File: src/rtl/forwarding_hazard_unit_pkg.sv
// Shared types and helpers for the multi-source forwarding / hazard unit.
package forwarding_hazard_unit_pkg;

    localparam int unsigned REG_W    = 5;
    localparam int unsigned NUM_REGS = 32;

    typedef enum logic [1:0] {
        FWD_NONE = 2'd0,
        FWD_EX   = 2'd1,
        FWD_MEM  = 2'd2,
        FWD_WB   = 2'd3
    } forwarding_type_t;

    typedef forwarding_type_t forwarding_t;

    typedef struct packed {
        logic             reg_we;
        logic [REG_W-1:0] rd;
        logic             data_ready;
    } src_bundle_t;

    function automatic int unsigned fwd_sel_width(int unsigned num_stages);
        return $clog2(num_stages + 1);
    endfunction

    // x0 is hard-wired, so a write to it can never satisfy a read.
    function automatic logic match(logic reg_we, logic [REG_W-1:0] rs, logic [REG_W-1:0] rd);
        return reg_we && (rs != '0) && (rd == rs);
    endfunction

endpackage

File: src/rtl/forwarding_hazard_unit_if.sv
// Decode / writer-stage / multi-cycle bus between the pipeline and the hazard unit.
interface forwarding_hazard_unit_if
    import forwarding_hazard_unit_pkg::*;
#(
    parameter int unsigned NUM_RS     = 2,
    parameter int unsigned NUM_STAGES = 3,
    parameter int unsigned CNT_WIDTH  = 16
);
    localparam int unsigned FWD_W = fwd_sel_width(NUM_STAGES);

    logic                             id_valid;
    logic [NUM_RS-1:0][REG_W-1:0]     id_rs;
    logic [NUM_RS-1:0]                id_rs_used;
    logic [REG_W-1:0]                 id_rd;
    logic                             id_is_mc;
    logic                             flush;
    logic [NUM_STAGES-1:0]            stg_reg_we;
    logic [NUM_STAGES-1:0][REG_W-1:0] stg_rd;
    logic [NUM_STAGES-1:0]            stg_data_ready;
    logic                             mc_done;
    logic [REG_W-1:0]                 mc_done_rd;
    logic                             stall;
    logic [NUM_RS-1:0][FWD_W-1:0]     forward_rs;
    logic                             mc_busy;
    logic [CNT_WIDTH-1:0]             stall_cycles;

    modport master (
        output id_valid, id_rs, id_rs_used, id_rd, id_is_mc, flush,
               stg_reg_we, stg_rd, stg_data_ready, mc_done, mc_done_rd,
        input  stall, forward_rs, mc_busy, stall_cycles
    );

    modport slave (
        input  id_valid, id_rs, id_rs_used, id_rd, id_is_mc, flush,
               stg_reg_we, stg_rd, stg_data_ready, mc_done, mc_done_rd,
        output stall, forward_rs, mc_busy, stall_cycles
    );

endinterface

File: src/rtl/forwarding_hazard_unit_mc_scoreboard.sv
// Tracks destinations of outstanding multi-cycle ops and how many are in flight.
module forwarding_hazard_unit_mc_scoreboard
    import forwarding_hazard_unit_pkg::*;
#(
    parameter int unsigned MC_DEPTH = 2
) (
    input  logic                clock,
    input  logic                reset_n,
    input  logic                i_issue,
    input  logic [REG_W-1:0]    i_issue_rd,
    input  logic                i_done,
    input  logic [REG_W-1:0]    i_done_rd,
    output logic [NUM_REGS-1:0] o_busy_eff_c,
    output logic                o_full_c,
    output logic                o_busy_c
);
    localparam int unsigned OUT_W = $clog2(MC_DEPTH + 1);

    logic [NUM_REGS-1:0] r_busy;
    logic [OUT_W-1:0]    r_outstanding;
    logic                w_done_ok;
    logic [NUM_REGS-1:0] w_busy_nxt;
    logic [OUT_W-1:0]    w_outstanding_nxt;

    // A completing op releases its register in the same cycle it finishes.
    always_comb begin
        o_busy_eff_c = r_busy;
        if (i_done) begin
            o_busy_eff_c[i_done_rd] = 1'b0;
        end
    end

    assign o_full_c  = (r_outstanding == OUT_W'(MC_DEPTH)) && !i_done;
    assign o_busy_c  = (r_outstanding != '0);
    assign w_done_ok = i_done && (r_outstanding != '0);

    // Clear before set so a same-register issue/done pair leaves the bit set.
    always_comb begin
        w_busy_nxt        = r_busy;
        w_outstanding_nxt = r_outstanding;
        if (w_done_ok) begin
            w_busy_nxt[i_done_rd] = 1'b0;
        end
        if (i_issue && (i_issue_rd != '0)) begin
            w_busy_nxt[i_issue_rd] = 1'b1;
        end
        if (i_issue && !w_done_ok) begin
            w_outstanding_nxt = r_outstanding + OUT_W'(1);
        end else if (!i_issue && w_done_ok) begin
            w_outstanding_nxt = r_outstanding - OUT_W'(1);
        end
    end

    always_ff @(posedge clock) begin
        if (!reset_n) begin
            r_busy        <= '0;
            r_outstanding <= '0;
        end else begin
            r_busy        <= w_busy_nxt;
            r_outstanding <= w_outstanding_nxt;
            assert (!i_done || (r_outstanding != '0));
        end
    end

endmodule

File: src/rtl/forwarding_hazard_unit.sv
// RAW forwarding selects, load-use / multi-cycle stall and stall-cycle counter.
module forwarding_hazard_unit
    import forwarding_hazard_unit_pkg::*;
#(
    parameter int unsigned NUM_RS     = 2,
    parameter int unsigned NUM_STAGES = 3,
    parameter int unsigned MC_DEPTH   = 2,
    parameter int unsigned CNT_WIDTH  = 16
) (
    input  logic                    clock,
    input  logic                    reset_n,
    forwarding_hazard_unit_if.slave bus
);
    localparam int unsigned FWD_W = fwd_sel_width(NUM_STAGES);

    src_bundle_t [NUM_STAGES-1:0] w_stg;
    logic [NUM_RS-1:0][FWD_W-1:0] w_sel;
    logic [NUM_RS-1:0]            w_load_use;
    logic [NUM_RS-1:0]            w_src_busy;
    logic [NUM_REGS-1:0]          w_busy_eff;
    logic                         w_full;
    logic                         w_mc_busy;
    logic                         w_sb_hazard;
    logic                         w_stall;
    logic                         w_accept;
    logic                         w_issue;
    logic [NUM_RS-1:0][FWD_W-1:0] r_forward_rs;
    logic [CNT_WIDTH-1:0]         r_stall_cycles;

    for (genvar s = 0; s < NUM_STAGES; s++) begin : g_stg
        assign w_stg[s] = '{reg_we:     bus.stg_reg_we[s],
                            rd:         bus.stg_rd[s],
                            data_ready: bus.stg_data_ready[s]};
    end

    // Scan oldest to youngest so the youngest match is the last one written.
    for (genvar i = 0; i < NUM_RS; i++) begin : g_src
        logic [FWD_W-1:0] w_code;
        logic             w_pending;

        always_comb begin
            w_code    = '0;
            w_pending = 1'b0;
            for (int s = NUM_STAGES - 1; s >= 0; s--) begin
                if (bus.id_rs_used[i] && match(w_stg[s].reg_we, bus.id_rs[i], w_stg[s].rd)) begin
                    w_code    = FWD_W'(s + 1);
                    w_pending = !w_stg[s].data_ready;
                end
            end
        end

        assign w_sel[i]      = w_code;
        assign w_load_use[i] = w_pending;
        assign w_src_busy[i] = bus.id_rs_used[i] && w_busy_eff[bus.id_rs[i]];
    end

    forwarding_hazard_unit_mc_scoreboard #(
        .MC_DEPTH (MC_DEPTH)
    ) u_scoreboard (
        .clock        (clock),
        .reset_n      (reset_n),
        .i_issue      (w_issue),
        .i_issue_rd   (bus.id_rd),
        .i_done       (bus.mc_done),
        .i_done_rd    (bus.mc_done_rd),
        .o_busy_eff_c (w_busy_eff),
        .o_full_c     (w_full),
        .o_busy_c     (w_mc_busy)
    );

    assign w_sb_hazard = (|w_src_busy) || w_busy_eff[bus.id_rd] || (bus.id_is_mc && w_full);
    assign w_stall     = reset_n && bus.id_valid && !bus.flush && ((|w_load_use) || w_sb_hazard);
    assign w_accept    = bus.id_valid && !w_stall && !bus.flush;
    assign w_issue     = w_accept && bus.id_is_mc;

    // Stalled or flushed decode reaches Ex as a bubble with no forwarding.
    always_ff @(posedge clock) begin
        if (!reset_n) begin
            r_forward_rs   <= '0;
            r_stall_cycles <= '0;
        end else begin
            r_forward_rs <= w_accept ? w_sel : '0;
            if (w_stall && (r_stall_cycles != '1)) begin
                r_stall_cycles <= r_stall_cycles + CNT_WIDTH'(1);
            end
        end
    end

    assign bus.stall        = w_stall;
    assign bus.forward_rs   = r_forward_rs;
    assign bus.mc_busy      = w_mc_busy;
    assign bus.stall_cycles = r_stall_cycles;

endmodule
File: src/flat_wrapper.sv
// flat-port wrapper written by rule: the top's interface ports become plain ports
module forwarding_hazard_unit_flat import forwarding_hazard_unit_pkg::*;
#(
    parameter int unsigned NUM_RS     = 2,
    parameter int unsigned NUM_STAGES = 3,
    parameter int unsigned MC_DEPTH   = 2,
    parameter int unsigned CNT_WIDTH  = 16
)
  (clock, reset_n, bus_id_valid, bus_id_rs, bus_id_rs_used, bus_id_rd, bus_id_is_mc, bus_flush, bus_stg_reg_we, bus_stg_rd, bus_stg_data_ready, bus_mc_done, bus_mc_done_rd, bus_stall, bus_forward_rs, bus_mc_busy, bus_stall_cycles);
  forwarding_hazard_unit_if #(.NUM_RS(NUM_RS), .NUM_STAGES(NUM_STAGES), .CNT_WIDTH(CNT_WIDTH)) bus_i ();
  input  logic clock;
  input  logic reset_n;
  input wire logic [$bits(bus_i.id_valid)-1:0] bus_id_valid;
  input wire logic [$bits(bus_i.id_rs)-1:0] bus_id_rs;
  input wire logic [$bits(bus_i.id_rs_used)-1:0] bus_id_rs_used;
  input wire logic [$bits(bus_i.id_rd)-1:0] bus_id_rd;
  input wire logic [$bits(bus_i.id_is_mc)-1:0] bus_id_is_mc;
  input wire logic [$bits(bus_i.flush)-1:0] bus_flush;
  input wire logic [$bits(bus_i.stg_reg_we)-1:0] bus_stg_reg_we;
  input wire logic [$bits(bus_i.stg_rd)-1:0] bus_stg_rd;
  input wire logic [$bits(bus_i.stg_data_ready)-1:0] bus_stg_data_ready;
  input wire logic [$bits(bus_i.mc_done)-1:0] bus_mc_done;
  input wire logic [$bits(bus_i.mc_done_rd)-1:0] bus_mc_done_rd;
  output wire logic [$bits(bus_i.stall)-1:0] bus_stall;
  output wire logic [$bits(bus_i.forward_rs)-1:0] bus_forward_rs;
  output wire logic [$bits(bus_i.mc_busy)-1:0] bus_mc_busy;
  output wire logic [$bits(bus_i.stall_cycles)-1:0] bus_stall_cycles;
  assign bus_i.id_valid = bus_id_valid;
  assign bus_i.id_rs = bus_id_rs;
  assign bus_i.id_rs_used = bus_id_rs_used;
  assign bus_i.id_rd = bus_id_rd;
  assign bus_i.id_is_mc = bus_id_is_mc;
  assign bus_i.flush = bus_flush;
  assign bus_i.stg_reg_we = bus_stg_reg_we;
  assign bus_i.stg_rd = bus_stg_rd;
  assign bus_i.stg_data_ready = bus_stg_data_ready;
  assign bus_i.mc_done = bus_mc_done;
  assign bus_i.mc_done_rd = bus_mc_done_rd;
  assign bus_stall = bus_i.stall;
  assign bus_forward_rs = bus_i.forward_rs;
  assign bus_mc_busy = bus_i.mc_busy;
  assign bus_stall_cycles = bus_i.stall_cycles;
  forwarding_hazard_unit #(.NUM_RS(NUM_RS), .NUM_STAGES(NUM_STAGES), .MC_DEPTH(MC_DEPTH), .CNT_WIDTH(CNT_WIDTH)) u_core (.clock(clock), .reset_n(reset_n), .bus(bus_i));
endmodule
File: config.mk
export PLATFORM = sky130hd
export DESIGN_NAME = forwarding_hazard_unit_flat
export DESIGN_NICKNAME = d
export VERILOG_FILES = /design/src/rtl/forwarding_hazard_unit_pkg.sv /design/src/rtl/forwarding_hazard_unit_if.sv /design/src/rtl/forwarding_hazard_unit_mc_scoreboard.sv /design/src/rtl/forwarding_hazard_unit.sv /design/src/flat_wrapper.sv
export SDC_FILE = /design/constraint.sdc
export NUM_CORES = 1
export LEC_CHECK = 0
export CAP_MARGIN = 20
export CORE_MARGIN = 8
export CORE_UTILIZATION = 49
export CTS_CLUSTER_DIAMETER = 150
export DETAILED_ROUTE_END_ITERATION = 6
export PLACE_DENSITY = 0.87
export SLEW_MARGIN = 20
export SYNTH_ARGS = -nofsm -noshare
export SYNTH_HDL_FRONTEND = slang
export SYNTH_HIERARCHICAL = 1
export SYNTH_SLANG_ARGS = --single-unit
File: constraint.sdc
create_clock -name clock -period 4.2 [get_ports clock]
set_input_delay 0.63 -clock clock [delete_from_list [all_inputs] [get_ports clock]]
set_output_delay 0.63 -clock clock [all_outputs]
set_load 0.01 [all_outputs]
[Word level (Yosys, flattened, before mapping)]
Cells that the tools add are included.
Word-level totals
  logic and storage cells: 112
  register bits: 54
  output and inout port bits: 22
  bits of input ports: 49
Operators by class
  add/subtract/negate cells: 3
  equality and inequality tests: 8
  $lt $le $gt $ge: 6
  reductions and logical operators: 56
  muxes and demuxes: 27
  bitwise gates (word level): 5
Operators with widths (number)
  two-way mux 32 bit: 3
  logical AND 1 bit: 35
  bitwise AND 32 bit: 1
  NOT 32 bit: 1
  bitwise OR 32 bit: 1
  == test 5 bit: 6
  < comparator 5 x 6 -> 1 bit, second input constant: 4
  adder 16 x 1 -> 16 bit, second input constant: 1
  inequality test 16 bit, second input constant: 1
  binary-select mux 1 bit (select 5 bit): 3
  nonzero test 5 bit: 3
  two-way mux 1 bit: 13
  two-way mux 2 bit: 6
  demux 1 bit (select 5 bit): 2
  >= comparator 5 x 1 -> 1 bit, second input constant: 2
  zero test 1 bit: 8
  OR reduction 3 bit: 2
  nonzero test 2 bit: 2
  OR reduction 2 bit: 2
  logical OR 1 bit: 3
  adder 2 x 1 -> 2 bit, second input constant: 1
  == test 2 bit, second input constant: 1
  NOT 1 bit: 2
  AND reduction 2 bit: 1
  subtractor 2 x 1 -> 2 bit, second input constant: 1

[Longest topological paths before layout]
  depth after elaboration: 23
  depth in mapped cells: 16
  mapped depth without buffers: 14

[Modules after synthesis]
The synthesis kept the hierarchy.
Modules (own cells, without submodules)
  forwarding_hazard_unit: area each 2311.0 µm², times used 1, sequential area each 400.4 µm², cells each 258
  forwarding_hazard_unit_mc_scoreboard: area each 1796.7 µm², times used 1, sequential area each 680.7 µm², cells each 215

[Worst setup path after synthesis]
OpenSTA, ideal clock, no wires.
  kind: input -> register
  from: input bus_mc_done_rd[1]
  to: register u_core.u_scoreboard.r_outstanding[1]
  cell stages on the path: 14
  arrival time: 4294 ps
  slack: -169 ps
  setup time: 76 ps
  buffers on the path: 2
  required time: 4124 ps
  path through: or3b_1 -> buf_6 -> buf_8 -> o21a_1 -> mux4_2 -> mux2_2 -> a221oi_2 -> o2bb2ai_1 -> or3_1 -> nor2b_1 -> nor4bb_1 -> ha_1 -> or3_1 -> a21boi_0
Between the ends
  cells in the longest elaborated chain, start to end: 22
  elaborated cells on any way between the ends: 30
  those cells by class: 2 x order compare; 10 x mux; 2 x bitwise; 16 x reduce/logical
RTL lines
  start, declared: line flat_wrapper.sv:23  | input wire logic [$bits(bus_i.mc_done_rd)-1:0] bus_mc_done_rd;
  < comparator 5 x 6 -> 1 bit (not written as such) / >= comparator 5 x 1 -> 1 bit (equally long branches): line forwarding_hazard_unit_mc_scoreboard.sv:29  | o_busy_eff_c[i_done_rd] = 1'b0;
  logical AND 1 bit (not written as such): line forwarding_hazard_unit_mc_scoreboard.sv:29
  two-way mux 1 bit (not written as such): line forwarding_hazard_unit_mc_scoreboard.sv:29
  demux 1 bit (select 5 bit) (*): line forwarding_hazard_unit_mc_scoreboard.sv:29
  NOT 32 bit (no line) (*)
  bitwise AND 32 bit (no line) (*)
  two-way mux 32 bit (*): line forwarding_hazard_unit_mc_scoreboard.sv:28  | if (i_done) begin
  named net u_core.w_busy_eff[12]: line forwarding_hazard_unit.sv:20  | logic [NUM_REGS-1:0] w_busy_eff;
  [... 8 more ...]
  named net bus_stall: line flat_wrapper.sv:24  | output wire logic [$bits(bus_i.stall)-1:0] bus_stall;
  zero test 1 bit (*): line forwarding_hazard_unit.sv:73  | assign w_accept = bus.id_valid && !w_stall && !bus.flush;
  logical AND 1 bit (*) (2 in a row): line forwarding_hazard_unit.sv:73
  logical AND 1 bit (*): line forwarding_hazard_unit.sv:74  | assign w_issue = w_accept && bus.id_is_mc;
  named net u_core.w_issue: line forwarding_hazard_unit.sv:26  | logic w_issue;
  zero test 1 bit: line forwarding_hazard_unit_mc_scoreboard.sv:49  | end else if (!i_issue && w_done_ok) begin
  logical AND 1 bit: line forwarding_hazard_unit_mc_scoreboard.sv:49
  nonzero test 2 bit (no line)
  end signal, assigned: line forwarding_hazard_unit_mc_scoreboard.sv:60  | r_outstanding <= w_outstanding_nxt;
  end, declared: line forwarding_hazard_unit_mc_scoreboard.sv:20  | logic [OUT_W-1:0] r_outstanding;
Mark *: on every way through the listed nets, which the timed path passes. The rest lies on a longest branch. The select of a mux whose other input is x is not followed.
A chain may end at the register's enable or synchronous reset.

[Worst setup path in the final report]
  from: input bus_mc_done_rd[3]
  to: register u_core.u_scoreboard.r_outstanding[1]
Between the ends
  cells in the longest elaborated chain, start to end: 22
  elaborated cells on any way between the ends: 30
  those cells by class: 2 x order compare; 10 x mux; 2 x bitwise; 16 x reduce/logical
RTL lines
  < comparator 5 x 6 -> 1 bit (not written as such) / >= comparator 5 x 1 -> 1 bit (equally long branches): line forwarding_hazard_unit_mc_scoreboard.sv:29
  logical AND 1 bit (not written as such): line forwarding_hazard_unit_mc_scoreboard.sv:29
  two-way mux 1 bit (not written as such): line forwarding_hazard_unit_mc_scoreboard.sv:29
  demux 1 bit (select 5 bit) (*): line forwarding_hazard_unit_mc_scoreboard.sv:29
  NOT 32 bit (no line) (*)
  bitwise AND 32 bit (no line) (*)
  two-way mux 32 bit (*): line forwarding_hazard_unit_mc_scoreboard.sv:28
  named net u_core.w_busy_eff[0]: line forwarding_hazard_unit.sv:20
  [... 7 more ...]
  logical AND 1 bit (*): line forwarding_hazard_unit.sv:72  | assign w_stall = reset_n && bus.id_valid && !bus.flush && ((|w_load_use) || w_sb_hazard);
  zero test 1 bit (*): line forwarding_hazard_unit.sv:73
  logical AND 1 bit (*) (2 in a row): line forwarding_hazard_unit.sv:73
  logical AND 1 bit (*): line forwarding_hazard_unit.sv:74
  named net u_core.w_issue: line forwarding_hazard_unit.sv:26
  zero test 1 bit: line forwarding_hazard_unit_mc_scoreboard.sv:49
  logical AND 1 bit: line forwarding_hazard_unit_mc_scoreboard.sv:49
  nonzero test 2 bit (no line)
Marks and branches as above.

==> summary.json <==
{
  "syn-instance-count": 473,
  "outcome": "finished clean",
  "crit_family": "simple AND/OR/NAND/NOR gates",
  "part_of_the_yosys_area_used_for_sequential_elements_pct": 26.3,
  "fin_worst_hold_slack_ns": 0.451,
  "cp_cell_sequence": "dlygate4sd2_1, buf_4, or3_1, o21a_1, mux4_2, nor2_1, nor2_1, o311a_1, o2bb2ai_2, or3_1, nor2b_4, nor4bb_4, ha_1, or3_1, a21boi_1",
  "synth_seq_cells": 54,
  "share_seq_of_total_power_pct": 42.1,
  "clock_tree_from_tritoncts": "done",
  "critPathMaxStageDelay_ns": 0.47,
  "synth_top_family_by_area": "simple AND/OR/NAND/NOR gates",
  "post_synth_mux_area_share_pct": 14.1,
  "grt_antenna_before_repair": 0,
  "rsz0062_at_grt": "false",
  "setup_tns_ns": 0,
  "drt_wl_total_um": 13300,
  "critical-path-top-cell-by-count": "sky130_fd_sc_hd__or3_1",
  "final_cell_count_no_fill": 690,
  "avgRoutedWirePerCell_um": 19.3,
  "io-pin-count": 71,
  "floorplan.die_area_um2": 11600,
  "worst_setup_path_startpoint": "bus_mc_done_rd[3]",
  "synth.largest_area_cell": "sky130_fd_sc_hd__dfxtp_1",
  "hold-path-endpoint": "u_core/u_scoreboard/r_busy[0]$_SDFF_PN0_",
  "drive_above_1_share_pct": 19.5,
  "dieHeight_um": 108,
  "globalRoute.totalOverflow": 0,
  "end_kind": "flop",
  "rrSetupSlack_ns": 0.91,
  "synth_fa_ha_area_share_pct": 0.609,
  "clock_insertion_delay_worst_skew_ns": 0.32,
  "detailroute.via_count": 4349,
  "clk_pin_slew_ns": 0.10,
  "power_leakage_uw": 0.00219,
  "cp_data_arrival_time_ns": 4.34,
  "gpl.final_weighted_congestion": 0.933,
  "p_per_area_nw_per_um2": 229,
  "final_common_cell": "sky130_fd_sc_hd__nand2_1",
  "synth_xor_area_share_pct": 6.82,
  "final.min_clock_period_ns": 4.10,
  "worst_ir_drop_vdd_v": 0.000154,
  "setup_viol_count_final": 0,
  "timing.critical_path.slowest_stage_cell": "sky130_fd_sc_hd__mux4_2",
  "root_buffer": "sky130_fd_sc_hd__clkbuf_8",
  "syn_avg_cell_area_um2": 8.68,
  "synthesis.area_um2": 4110,
  "detail_route.drc_violations": 0,
  "drt_iter0_markers": 405,
  "postSynthNetCount": 524,
  "initial_core_util_pct": 50.2,
  "synthTopCellsByArea": "sky130_fd_sc_hd__dfxtp_1 (26%), sky130_fd_sc_hd__mux4_2 (7.7%), sky130_fd_sc_hd__nand2_1 (7.0%), sky130_fd_sc_hd__o21a_1 (6.6%), sky130_fd_sc_hd__mux2i_1 (5.8%)",
  "clock_skew_ns": 0.00948,
  "synth-warning-count": 6,
  "combinationalPowerShare_pct": 29.1,
  "slew_headroom_pct": 64.8,
  "synth_simple_gate_area_share_pct": 23.9,
  "max-clock-path-buffers": 2,
  "crit_buf_inv": 2,
  "overall_die_width_um": 108,
  "worst-setup-path-type": "in -> reg",
  "asyncSetResetFlopFracSynth_pct": 0,
  "grt_max_degree": 59,
  "cp_data_required_time_ns": 4.44,
  "cellInternalPower_uw": 865,
  "detailedRoute.firstPassIterationCount": 5,
  "h-tree-depth": 2,
  "diodes": 0,
  "flow.area_growth_from_synthesis_pct": 33.7,
  "grt_pass1_vias": 4250,
  "critical_path.max_fanout": 5,
  "worstSetupStartpointType": "input pin",
  "r2r.worst_path.cells": 11,
  "drt.antenna.violating_nets": 0,
  "complex_gate_fraction_of_the_synthesized_area_pct": 23.0,
  "cts_buffers": 5,
  "yosysTopAreaCellShare_pct": 26.3,
  "nNetsFinal": 635,
  "maximum_clock_rate_ghz": 0.244,
  "power.switching_fraction_pct": 31.2,
  "finalMaxSlewViolations": 0,
  "final.period_utilization_pct": 97.6,
  "worstMarginPinSlew_ns": 0.528,
  "switchingPower_uw": 393,
  "place.detailed.hpwl_um": 9810,
  "post_drt_via_cell_ratio": 6.30,
  "final_cell_mix": "sky130_fd_sc_hd__nand2_1 (77), sky130_fd_sc_hd__buf_4 (64), sky130_fd_sc_hd__clkdlybuf4s50_1 (63)",
  "synth_edf_count": 0,
  "timing.rr.end": "u_core/u_scoreboard/r_outstanding[1]$_SDFFE_PN0P_",
  "worstHoldPathType": "reg -> reg",
  "grt_first_pass_wirelength_um": 21100,
  "post_synth_num_cell_types": 63,
  "critical_path.reg2reg.startpoint": "u_core/u_scoreboard/r_busy[15]$_SDFF_PN0_",
  "port_buffers": 70,
  "synth_ff_type": "sky130_fd_sc_hd__dfxtp_1",
  "cts_sinks": 54,
  "cap_viol_max_count": 0,
  "floorplan.core_area_um2": 8180,
  "worstHoldStart": "u_core/u_scoreboard/r_busy[0]$_SDFF_PN0_",
  "final_core_util_pct": 67.2,
  "hold_viol": 0,
  "hold-path-cell-count": 1,
  "std_cell_rows": 33,
  "grt_usage_pct": 22.3,
  "dpl.cell_count": 677,
  "power_frac_clock_pct": 28.8,
  "post-layout-total-power_uw": 1260
}
-- per-stage QoR --
stage / setup WS [ns] / instance area (µm²)
after floorplan: 0.00960 / 4130
after global placement: -0.502 / 5330
after detailed placement: -0.680 / 5330
after CTS: 0.0446 / 5470
after global routing: 0.00755 / 5490
final: 0.0988 / 5490
-- synthesized netlist by cell type, types with 5 or more instances --
cell	n
sky130_fd_sc_hd__xor2_1	25
sky130_fd_sc_hd__o311ai_0	26
sky130_fd_sc_hd__dfxtp_1	54
sky130_fd_sc_hd__clkbuf_1	21
sky130_fd_sc_hd__nand2b_1	7
sky130_fd_sc_hd__nand2_1	77
sky130_fd_sc_hd__xnor2_1	7
sky130_fd_sc_hd__a21oi_1	5
sky130_fd_sc_hd__or3_1	5
sky130_fd_sc_hd__mux4_2	14
sky130_fd_sc_hd__o211ai_1	6
sky130_fd_sc_hd__and4_1	6
sky130_fd_sc_hd__nor2_1	10
sky130_fd_sc_hd__o31ai_1	8
sky130_fd_sc_hd__nand4_1	6
sky130_fd_sc_hd__o311ai_1	5
sky130_fd_sc_hd__nor4_1	9
sky130_fd_sc_hd__a21boi_1	6
sky130_fd_sc_hd__buf_2	8
sky130_fd_sc_hd__inv_1	6
sky130_fd_sc_hd__o21a_1	36
sky130_fd_sc_hd__nand3_1	17
sky130_fd_sc_hd__nand3b_1	8
sky130_fd_sc_hd__mux2i_1	24
-- layer usage --
| metal | wire length [µm] | global-route usage [%] | vias up |
|---|---|---|---|
| li1 | - | - | 2013 |
| met1 | 5620 | 29.0 | 2033 |
| met2 | 5980 | 35.4 | 265 |
| met3 | 1350 | 4.85 | 38 |
| met4 | 367 | 8.13 | 0 |
| met5 | 0 | 0 | - |
-- logic make-up (layout without fill, tap and decap cells) --
logic type,Yosys count,after routing
simple gates,182,182
compound gates,120,120
flops,54,54
buf+inv,43,155
mux,40,40
xor+xnor,32,32
fa+ha+maj,2,2
-- power groups by stage --
stage	clock, µW	combinational, µW	sequential, µW
after global placement	0	342	541
after global routing	386	391	532
after CTS	365	358	530
after floorplan	0	185	541
final	362	366	530
after detailed placement	0	352	542
-- how the worst max path moves through the flow --
stage / end / slack (ns) / depth (start not counted)
floorplan: u_core/u_scoreboard/r_outstanding[1]$_SDFFE_PN0P_ / 0.01 / 14
global placement: u_core/u_scoreboard/r_outstanding[1]$_SDFFE_PN0P_ / -0.50 / 13
detailed placement: u_core/u_scoreboard/r_outstanding[1]$_SDFFE_PN0P_ / -0.68 / 13
CTS: u_core/u_scoreboard/r_outstanding[1]$_SDFFE_PN0P_ / 0.04 / 14
global route: u_core/u_scoreboard/r_outstanding[1]$_SDFFE_PN0P_ / 0.008 / 15
finish: u_core/u_scoreboard/r_outstanding[1]$_SDFFE_PN0P_ / 0.1 / 15
-- state kept, by name, indices dropped and copies added, names as in the netlist --
signal,count
u_core/bus.stall_cycles,16
u_core/u_scoreboard/r_outstanding,2
u_core/u_scoreboard/r_busy,32
u_core/bus.forward_rs,4
-- cell type report --
class / instances / area, µm²
flip-flops and latches: 54 / 1080
repair buffers: 141 / 1270
multi-input cells: 376 / 2870
clock inverters: 2 / 37.5
well taps: 105 / 131
clock buffers: 6 / 72.6
inverters: 6 / 22.5
fillers: 682 / 2690
-- timing repair --
action,in CTS,in global routing
hold buffers,0,0
gates cloned,1,0
buffers inserted,2,2
endpoints found under the setup margin,21,4
pin swaps,11,11
gates resized for setup,17,10
Note: power is estimated with default switching activity, not from simulation.
